[src/rtl/axis_fifo_pkg.sv]
// Shared helpers for the AXI-Stream FIFO: pointer sizing, depth checks,
// registered flag bundle and the pointer type of the default configuration.
package axis_fifo_pkg;

  // Index bits plus one wrap bit, so full and empty stay distinguishable.
  function automatic int ptr_w(input int depth);
    return $clog2(depth) + 1;
  endfunction

  function automatic bit is_pow2(input int n);
    return (n >= 2) && ((n & (n - 1)) == 0);
  endfunction

  localparam int  DEF_DEPTH    = 16;
  localparam bit  DEF_DEPTH_OK = is_pow2(DEF_DEPTH);

  typedef logic [ptr_w(DEF_DEPTH)-1:0] fifo_ptr_t;

  typedef struct packed {
    logic s_ready;
    logic m_valid;
    logic almost_full;
    logic empty;
  } fifo_flags_t;

endpackage

[src/rtl/axis_fifo_ram.sv]
// Simple dual-port storage: synchronous write, asynchronous read.
module axis_fifo_ram #(
  parameter int W     = 32,
  parameter int DEPTH = 16,
  parameter int AW    = $clog2(DEPTH)
) (
  input  logic          clk,
  input  logic          we,
  input  logic [AW-1:0] waddr,
  input  logic [W-1:0]  wdata,
  input  logic [AW-1:0] raddr,
  output logic [W-1:0]  rdata
);

  // No reset on the array; the pointers alone define what is valid.
  logic [W-1:0] mem [DEPTH];

  always_ff @(posedge clk)
    if (we) mem[waddr] <= wdata;

  assign rdata = mem[raddr];

endmodule

[src/rtl/axis_str_fifo.sv]
// First-word-fall-through AXI-Stream FIFO with registered handshake flags,
// fill level and almost-full watermark.
module axis_str_fifo
  import axis_fifo_pkg::*;
#(
  parameter int AXI_DATA_WIDTH    = 32,
  parameter int DEPTH             = 16,
  parameter int ALMOST_FULL_LEVEL = 12
) (
  input  logic                      aclk,
  input  logic                      areset,
  input  logic [AXI_DATA_WIDTH-1:0] s_axis_tdata,
  input  logic                      s_axis_tvalid,
  output logic                      s_axis_tready,
  output logic [AXI_DATA_WIDTH-1:0] m_axis_tdata,
  output logic                      m_axis_tvalid,
  input  logic                      m_axis_tready,
  output logic [$clog2(DEPTH):0]    fill_level,
  output logic                      almost_full,
  output logic                      empty
);

  localparam int PW = ptr_w(DEPTH);
  localparam int AW = PW - 1;

  typedef logic [PW-1:0] ptr_t;

  if (!is_pow2(DEPTH)) begin : g_bad_depth
    $error("axis_str_fifo: DEPTH must be a power of two >= 2");
  end
  if (ALMOST_FULL_LEVEL < 1 || ALMOST_FULL_LEVEL > DEPTH) begin : g_bad_af
    $error("axis_str_fifo: ALMOST_FULL_LEVEL out of range 1..DEPTH");
  end

  ptr_t        wr_ptr, rd_ptr;
  ptr_t        fill_next;
  fifo_flags_t flags_next;
  logic        push, pop;

  assign push = s_axis_tvalid && s_axis_tready;
  assign pop  = m_axis_tvalid && m_axis_tready;

  // Flags are computed from the next occupancy so they register on the
  // same edge as the pointers; neither ready nor valid sees the other side combinationally.
  always_comb begin
    fill_next = fill_level;
    if (push && !pop)      fill_next = fill_level + ptr_t'(1);
    else if (pop && !push) fill_next = fill_level - ptr_t'(1);

    flags_next.s_ready     = (fill_next != ptr_t'(DEPTH));
    flags_next.m_valid     = (fill_next != '0);
    flags_next.almost_full = (fill_next >= ptr_t'(ALMOST_FULL_LEVEL));
    flags_next.empty       = (fill_next == '0);
  end

  always_ff @(posedge aclk or posedge areset) begin
    if (areset) begin
      wr_ptr        <= '0;
      rd_ptr        <= '0;
      fill_level    <= '0;
      s_axis_tready <= 1'b0;
      m_axis_tvalid <= 1'b0;
      almost_full   <= 1'b0;
      empty         <= 1'b1;
    end else begin
      if (push) wr_ptr <= wr_ptr + ptr_t'(1);
      if (pop)  rd_ptr <= rd_ptr + ptr_t'(1);
      fill_level    <= fill_next;
      s_axis_tready <= flags_next.s_ready;
      m_axis_tvalid <= flags_next.m_valid;
      almost_full   <= flags_next.almost_full;
      empty         <= flags_next.empty;
    end
  end

  axis_fifo_ram #(
    .W     (AXI_DATA_WIDTH),
    .DEPTH (DEPTH),
    .AW    (AW)
  ) u_ram (
    .clk   (aclk),
    .we    (push),
    .waddr (wr_ptr[AW-1:0]),
    .wdata (s_axis_tdata),
    .raddr (rd_ptr[AW-1:0]),
    .rdata (m_axis_tdata)
  );

endmodule
[config.mk]
export PLATFORM = sky130hd
export DESIGN_NAME = axis_str_fifo
export DESIGN_NICKNAME = d
export VERILOG_FILES = /design/src/rtl/axis_fifo_pkg.sv /design/src/rtl/axis_fifo_ram.sv /design/src/rtl/axis_str_fifo.sv
export SDC_FILE = /design/constraint.sdc
export NUM_CORES = 1
export LEC_CHECK = 0
export BUFFER_PORTS_ARGS = -buffer_cell sky130_fd_sc_hd__buf_2
export CORE_MARGIN = 5
export CORE_UTILIZATION = 60
export DETAILED_ROUTE_END_ITERATION = 7
export PLACE_DENSITY = 0.87
export SYNTH_ARGS = -nofsm -noshare
export SYNTH_HDL_FRONTEND = slang
export SYNTH_SLANG_ARGS = --single-unit
[constraint.sdc]
create_clock -name aclk -period 3.1 [get_ports aclk]
set_clock_uncertainty 0.2 [all_clocks]
set_input_delay 0.62 -clock aclk [delete_from_list [all_inputs] [get_ports aclk]]
set_output_delay 0.62 -clock aclk [all_outputs]
set_load 0.02 [all_outputs]
[After elaboration in Yosys (flattened, before gate mapping)]
Memories as Yosys holds them, arrays and structs flattened.
Index checks and enable logic that the tools add are counted.
Cells by class
  multiplexer cells: 4
  $lt $le $gt $ge: 1
  eq/ne operators: 1
  add/sub/neg operators: 4
  reductions and logical operators: 8
Operator list (number)
  adder 5 x 1 -> 5 bit, second input constant: 3
  two-way mux 5 bit: 2
  greater-or-equal comparator 5 x 4 -> 1 bit, second input constant: 1
  logical NOT 5 bit: 1
  != test 5 bit, second input constant: 1
  nonzero test 5 bit: 1
  subtractor 5 x 1 -> 5 bit, second input constant: 1
  logical AND 1 bit: 4
  logical NOT 1 bit: 2
  two-way mux 1 bit: 2
Storage, ports and cells
  flip-flop bits (word level): 19
  RAM bits: 512
  memories: 1
Memories
  u_ram.mem: depth 16, bits a word 32, rd ports 1, clocked after memory_dff 0, wr ports 1, RTL line axis_fifo_ram.sv:16  | logic [W-1:0] mem [DEPTH];

[Logic depth before layout (Yosys ltp)]
Gate-level depths: netlist of run 1.
  depth after elaboration: 6
  gate-level depth with buffers: 7
  depth with buffers taken out: 7

[By module]
Synthesis of run 1 repeated with hierarchy kept, for this count alone.
Unflattened totals
  cell total of the unflattened synthesis: 881
  area, all modules: 20036.7 um2
By module, submodules not included
  axis_fifo_ram: area each 19213.4 um2, instances 1, cells an instance 806, seq. area each 15374.7 um2
  axis_str_fifo: area each 823.3 um2, instances 1, cells an instance 75, seq. area each 426.7 um2

[Worst setup path before layout of run 1]
Ideal clock, no wire load.
  path kind: reg-to-output
  start point: register rd_ptr[0]
  end point: output m_axis_tdata[10]
  stages on the path, launching flop included: 7
  slack: 0.571 ns
  arrival: 1.709 ns
  path buffers: 3
  cells stage by stage: dfrtp_1 -> clkbuf_1 -> buf_2 -> buf_4 -> mux4_2 -> a22oi_1 -> nand2_1
Between the ends
  cells in the longest elaborated chain, start to end: 1
RTL lines
  from (decl): RTL line axis_str_fifo.sv:35  | ptr_t wr_ptr, rd_ptr;
  from (signal assigned): RTL line axis_str_fifo.sv:67  | if (pop) rd_ptr <= rd_ptr + ptr_t'(1);
  memory (16 x 32 bit)
  to (decl): RTL line axis_str_fifo.sv:15  | output logic [AXI_DATA_WIDTH-1:0] m_axis_tdata,
Every way passes these cells.

[Worst setup path in the final report of run 1]
  start point: register rd_ptr[0]
  end point: output m_axis_tdata[12]
The elaborated chain is that of the path after synthesis.

==> impl_results.md, run 1 <==
- Reg-to-reg setup timing slack: 0.81 ns
- Crit path launch: rd_ptr[0]
- Comb power frac: 37.4%
- Post-synth EDFFs: 512
- Count of input and output buffers: 76
- NetSw: 7.65 mW
- P_int: 15.9 mW
- Global-route wire length before repair: 73300 um
- Slew @ Worst Pin: 0.805 ns
- Status: complete, but fails checks
- Final antenna-violating net count: 0
- Cell Pwr Density: 986 nW/um^2
- Period utilization: 107%
- Num rows: 67
- Share of power burned in registers: 38.2%
- Starting Density: 60.4%
- Global route hottest layer: met2
- Prevailing post-synth register cell: edfxtp_1
- Synth top area share: 76.5%
- Mapped Cells: 887
- Die Span Y: 193 um
- Area grow syn2layout: 18.9%
- Setup ws final: -0.230 ns
- Die area: 37300 um^2
- Fill cell count: 1796
- Type of the worst setup path: register to output pin
- H-tree levels: 2
- Clock network fraction of total power: 24.4%
- Largest cells by area after synthesis: edfxtp_1, mux4_2, a22oi_1, dfrtp_1, nand2_1
- DP HPWL: 23100 um
- Clk_lat worst skew: 0.58 ns
- Die X: 193 um
- Switching Share: 32.4%
- CTS buffer count: 50
- RR Startpoint: s_axis_tready
- Tmin final: 3.33 ns
- Multi-input combinational cell area: 4360 um^2
- Drt total wl: 51700 um
- CP startpoint kind: register
- Required time worst endpoint: 2.28 ns
- Place WS: 0.338 ns
- Sink Count: 529
- Final global-route overflow total: 0
- Failing checks: hold timing, setup timing
- Cell taking the most area after synthesis: edfxtp_1
- Drt wl/cell: 34.1 um
- RSZ-0062 raised after global routing: yes
- Max rail drop VDD: 0.638 mV
- Vias: 10400
- Aggregate global-route resource usage: 28.1%
- Clock root cell: clkbuf_16
- Final net count: 1072
- DR vias/cell: 6.84
- Initial DRC Count: 1380
- Crit end category: output pin
- Post-synth top cells: edfxtp_1, mux4_2, a22oi_1
- Worst-case clock buffer depth: 3
- Final Setup Violations: 32
- Leak pwr: 7.78 nW
- Worst R2R End: u_ram.mem[0][6]
- Critical Path AT: 2.51 ns
- Netlist cell types: 34
- Met2 usage in global routing: 47.6%
- Placer Congestion: 0.786
- Ys async rst share: 3.21%
- FF-to-FF path depth: 4
- CP max FO: 7
- CTS tree: built
- Grt met1 use: 36.7%
- CORE AREA: 33300 um^2
- Sequential area share after synthesis: 78.6%
- Count of pins over their slew limit: 0
- # DRC: 0
- Worst hold slack: -0.00739 ns
- Yosys warning count: 0
- FF+latch count, synth: 529
- Initial antenna violation count: 4
- Largest net degree at the start of global routing: 44
- Layout cells sized above 1: 39.2%
- Max_slew headroom: 46.2%
- Total power: 23.6 mW
- Drt pass-1 iters: 5
- Clock slew at the register clock pins of the worst setup and hold paths: 0.06 ns
- Vias in the first global route: 10700
- Fmax: 0.300 GHz
- Critical Path Sink: m_axis_tdata[12]
- I/O Pins: 77
- Final hold vios: 6
- Hold Crit Class: input pin to async pin
- Mapped cell area: 20100 um^2
- Reg area: 15800 um^2
- Syn Area/Cell: 22.7 um^2
- Met3 Use GR: 6.73%
- Post-Syn Nets: 930
- Most frequent cell after synthesis: edfxtp_1
- Maxcap violations: 0
-- worst min-delay path by stage --
stage	endpoint	slack, ns	from	depth (start not counted)
floorplan	wr_ptr[2]	0.28	wr_ptr[2]	1
global placement	wr_ptr[2]	0.30	wr_ptr[2]	1
detailed placement	wr_ptr[2]	0.31	wr_ptr[2]	1
CTS	fill_level[0]	0.004	areset	2
global route	wr_ptr[1]	0.03	areset	2
finish	wr_ptr[3]	-0.007	areset	2
-- per-stage QoR --
step,util (%),setup TNS (ns),area (um^2),std cells,hold slack (ns)
after floorplan,-,0,20100,887,0.281
after global placement,64.5,0,21500,1402,0.298
after detailed placement,64.5,0,21500,1402,0.311
after CTS,70.9,-4.61,23600,1510,0.00417
after global routing,71.8,-5.79,23900,1515,0.0288
final,71.8,-3.86,23900,1516,-0.00739
-- final cells by class --
class                   instances  share of cell area, %
well taps                     448                   2.34
multi-input cells             305                   18.2
clock buffers                  62                   5.51
clock inverters                27                  0.832
repair buffers                136                   6.82
inverters                       7                  0.110
diodes                          2                 0.0209
flip-flops and latches        529                   66.1
-- cell families (layout without fill, tap and decap cells) --
group / count (synthesis) / after routing / share of synthesized area (%)
fa+ha+maj: 7 / 7 / 0.436
buf+inv: 53 / 232 / 1.33
simple gates: 87 / 87 / 2.18
xor+xnor: 10 / 10 / 0.436
mux: 128 / 128 / 14.3
other cells: 0 / 2 / 0
flops: 529 / 529 / 78.6
compound gates: 73 / 73 / 2.68
-- layer usage --
metal	up-vias	part of all wire [%]
li1	4048	-
met1	5383	34
met2	821	52
met3	119	10
met4	6	3.4
met5	-	0.066
-- registers in the layout, indices dropped and copies added (netlist names) --
signal and cells:
fill_level 5, m_axis_tvalid 1, u_ram.mem 512, empty 1, s_axis_tready 1, rd_ptr 4
almost_full 1, wr_ptr 4
-- what timing repair did --
action                                  4_1_cts  5_1_grt
cloned                                       10        4
hold buffers                                  0        0
gates resized for setup                      65       60
buffers inserted                             10        1
pin swaps                                    16       30
endpoints found under the setup margin       32       32
-- worst max-delay path: stages, from the launching register on --
cell and delay, ns:
dfrtp_4 0.48, buf_12 0.16, buf_12 0.14, clkbuf_16 0.17
mux4_2 0.49, a22oi_1 0.22, nand2_1 0.11, buf_6 0.15
-- power by group through the flow --
stage	Combinational [mW]	Clock, mW	Sequential, mW
after floorplan	4.46	0	9.02
after global placement	6.54	0	9.05
after detailed placement	6.70	0	9.12
after CTS	8.07	5.77	8.97
after global routing	9.22	6.16	9.05
final	8.82	5.75	9.01
-- cells in the final DEF, fill, tap and decap left out, drive strengths merged, types with 3 or more instances in the layout --
cell type	n
nor2b	3
nand3	7
edfxtp	512
ha	7
nand2	43
inv	7
buf	132
nor2	3
clkinv	24
a22oi	65
xnor2	9
mux4	128
and2	16
dfrtp	16
and3	8
o21ai	4
clkbuf	66
Note: power is estimated with default switching activity, not from simulation.
==> run 2: changes to the inputs <==
CORE_ASPECT_RATIO = 0.8   (was default)
==> run 2 against run 1 <==
Net effect:
- the run ends with setup timing left
- die area hardly changed
- largest cell class unchanged
- sequential power hardly changed
- utilization is 0.83 points lower
- critical endpoint is now m_axis_tdata[24]
==> impl_results.md, run 2 (synthesis gave the netlist of run 1 again) <==
- Clock network fraction of total power: 24.6%
- Largest regs: u_ram.mem: 512 flops, fill_level: 5 flops
- Crit-path slowest cell: dfrtp_4
- Type of the worst setup path: register to output pin
- RR Startpoint: s_axis_tready
- Final antenna-violating net count: 0
- Biggest register: u_ram.mem
- Commonest non-fill, non-tap cells in the layout: edfxtp_1, mux4_2, buf_2
- FF-to-FF path depth: 4
- Vias in the first global route: 10300
- DR vias/cell: 6.76
- I/O Pins: 77
- Worst-path cell chain: buf_12, buf_12, buf_16, buf_6, mux4_2, a22oi_1, nand2_1, buf_6
- Final Setup Violations: 32
- Comb power frac: 36.0%
- Worst path max stage delay: 0.51 ns
- Max_slew headroom: 52.7%
- Layout cells sized above 1: 37.5%
- Max rail drop VDD: 0.850 mV
- Final net count: 1070
- Post-Layout Cell Count: 1500
- Placer Congestion: 0.775
- Post-Place Cells: 1388
- Worst R2R End: u_ram.mem[10][23]
- Worst-case clock buffer depth: 3
- Worst hold slack: 0.215 ns
- Critical Path AT: 2.54 ns
- Period utilization: 108%
- Place WS: 0.259 ns
- Count of input and output buffers: 76
- CTS buffer count: 48
- Required time worst endpoint: 2.28 ns
- Setup ws final: -0.255 ns
- Slew @ Worst Pin: 0.708 ns
- Tmin final: 3.36 ns
- Largest register FFs: 512
- Num rows: 60
- CP startpoint kind: register
- Critical Path Sink: m_axis_tdata[24]
- Hold Crit Class: input pin to register
- Count of pins over their slew limit: 0
- Clock slew at the register clock pins of the worst setup and hold paths: 0.06 ns
- P_int: 15.6 mW
- Global-route wire length before repair: 69700 um
- Die area: 37300 um^2
- Initial antenna violation count: 4
- Final global-route overflow total: 0
- Crit path launch: rd_ptr[0]
- Aggregate global-route resource usage: 25.7%
- Initial DRC Count: 1308
- Cell Pwr Density: 968 nW/um^2
- NetSw: 7.33 mW
- Reg-to-reg setup timing slack: 0.73 ns
- Largest net degree at the start of global routing: 33
- Area grow syn2layout: 17.7%
- Sink Count: 529
- Maxcap violations: 0
- Starting Density: 60.3%
- Clock root cell: clkbuf_16
- H-tree levels: 2
- Clk_lat worst skew: 0.58 ns
- DP HPWL: 23400 um
- Drt pass-1 iters: 7
- Share of power burned in registers: 39.4%
- Drt total wl: 48600 um
- Vias: 10100
- CTS tree: built
- CP max FO: 8
- Fmax: 0.298 GHz
- Status: complete, but fails checks
- Drt wl/cell: 32.4 um
- Fill cell count: 1881
- Commonest non-fill, non-tap cell in the layout: edfxtp_1
- CORE AREA: 33300 um^2
- Core Util, Final: 71.0%
- RSZ-0062 raised after global routing: yes
- Failing checks: setup timing
- Leak pwr: 7.71 nW
- Switching Share: 32.0%
- Crit end category: output pin
- Die Span Y: 174 um
- Die X: 215 um
- Final hold vios: 0
- # DRC: 0
- Total power: 22.9 mW
-- run 2: worst min path at each step --
stage / startpoint / end / cells after the start
floorplan: wr_ptr[2] / wr_ptr[2] / 1
global route: s_axis_tdata[17] / u_ram.mem[9][17] / 1
global placement: wr_ptr[2] / wr_ptr[2] / 1
finish: s_axis_tdata[17] / u_ram.mem[7][17] / 1
CTS: s_axis_tdata[17] / u_ram.mem[2][17] / 1
detailed placement: wr_ptr[2] / wr_ptr[2] / 1
-- run 2: timing repair --
action,CTS,global route
gates cloned,7,2
buffers inserted,10,4
pin swaps,10,23
endpoints found under the setup margin,32,32
gates resized for setup,44,48
hold endpoints to repair,16,0
hold buffers,1,0
-- run 2: worst max-delay path: cells and delay by family (launching register included) --
family | cells | cell delay (ns)
flops | 1 | 0.51
simple gates | 1 | 0.11
mux | 1 | 0.43
compound gates | 1 | 0.18
buf+inv | 5 | 0.73
-- run 2: power by group through the flow --
stage          clock network (mW)  registers, mW  logic, mW
3_3_place_gp                    0           9.12       6.48
3_5_place_dp                    0           9.19       6.64
6_report                     5.63           9.03       8.26
4_1_cts                      5.68           9.00       7.75
5_1_grt                      6.02           9.06       8.70
2_1_floorplan                   0           9.02       4.46
-- run 2: per-layer routing --
| metal | track usage [%] | vias to the layer above | wire [um] | share of wire (%) |
|---|---|---|---|---|
| met5 | 0 | - | 21 | 0.043 |
| met4 | 7.94 | 4 | 1390 | 2.9 |
| met3 | 4.96 | 104 | 4420 | 9.1 |
| met2 | 43.6 | 655 | 24700 | 51 |
| met1 | 34.6 | 5345 | 18100 | 37 |
| li1 | - | 4028 | - | - |
-- run 2: metrics by stage --
| stage | area (um^2) | setup TNS (ns) |
|---|---|---|
| after floorplan | 20100 | 0 |
| after global placement | 21400 | 0 |
| after detailed placement | 21400 | 0 |
| after CTS | 23400 | -5.06 |
| after global routing | 23700 | -6.79 |
| final | 23700 | -4.56 |
-- run 2: cell type report --
class                   count  area, um^2  share of cell area [%]
diodes                      2        5.00                  0.0211
clock buffers              65        1290                    5.43
clock inverters            22         188                   0.793
inverters                   7        26.3                   0.111
multi-input cells         305        4300                    18.2
flip-flops and latches    529       15800                    66.8
well taps                 434         543                    2.29
repair buffers            136        1510                    6.40
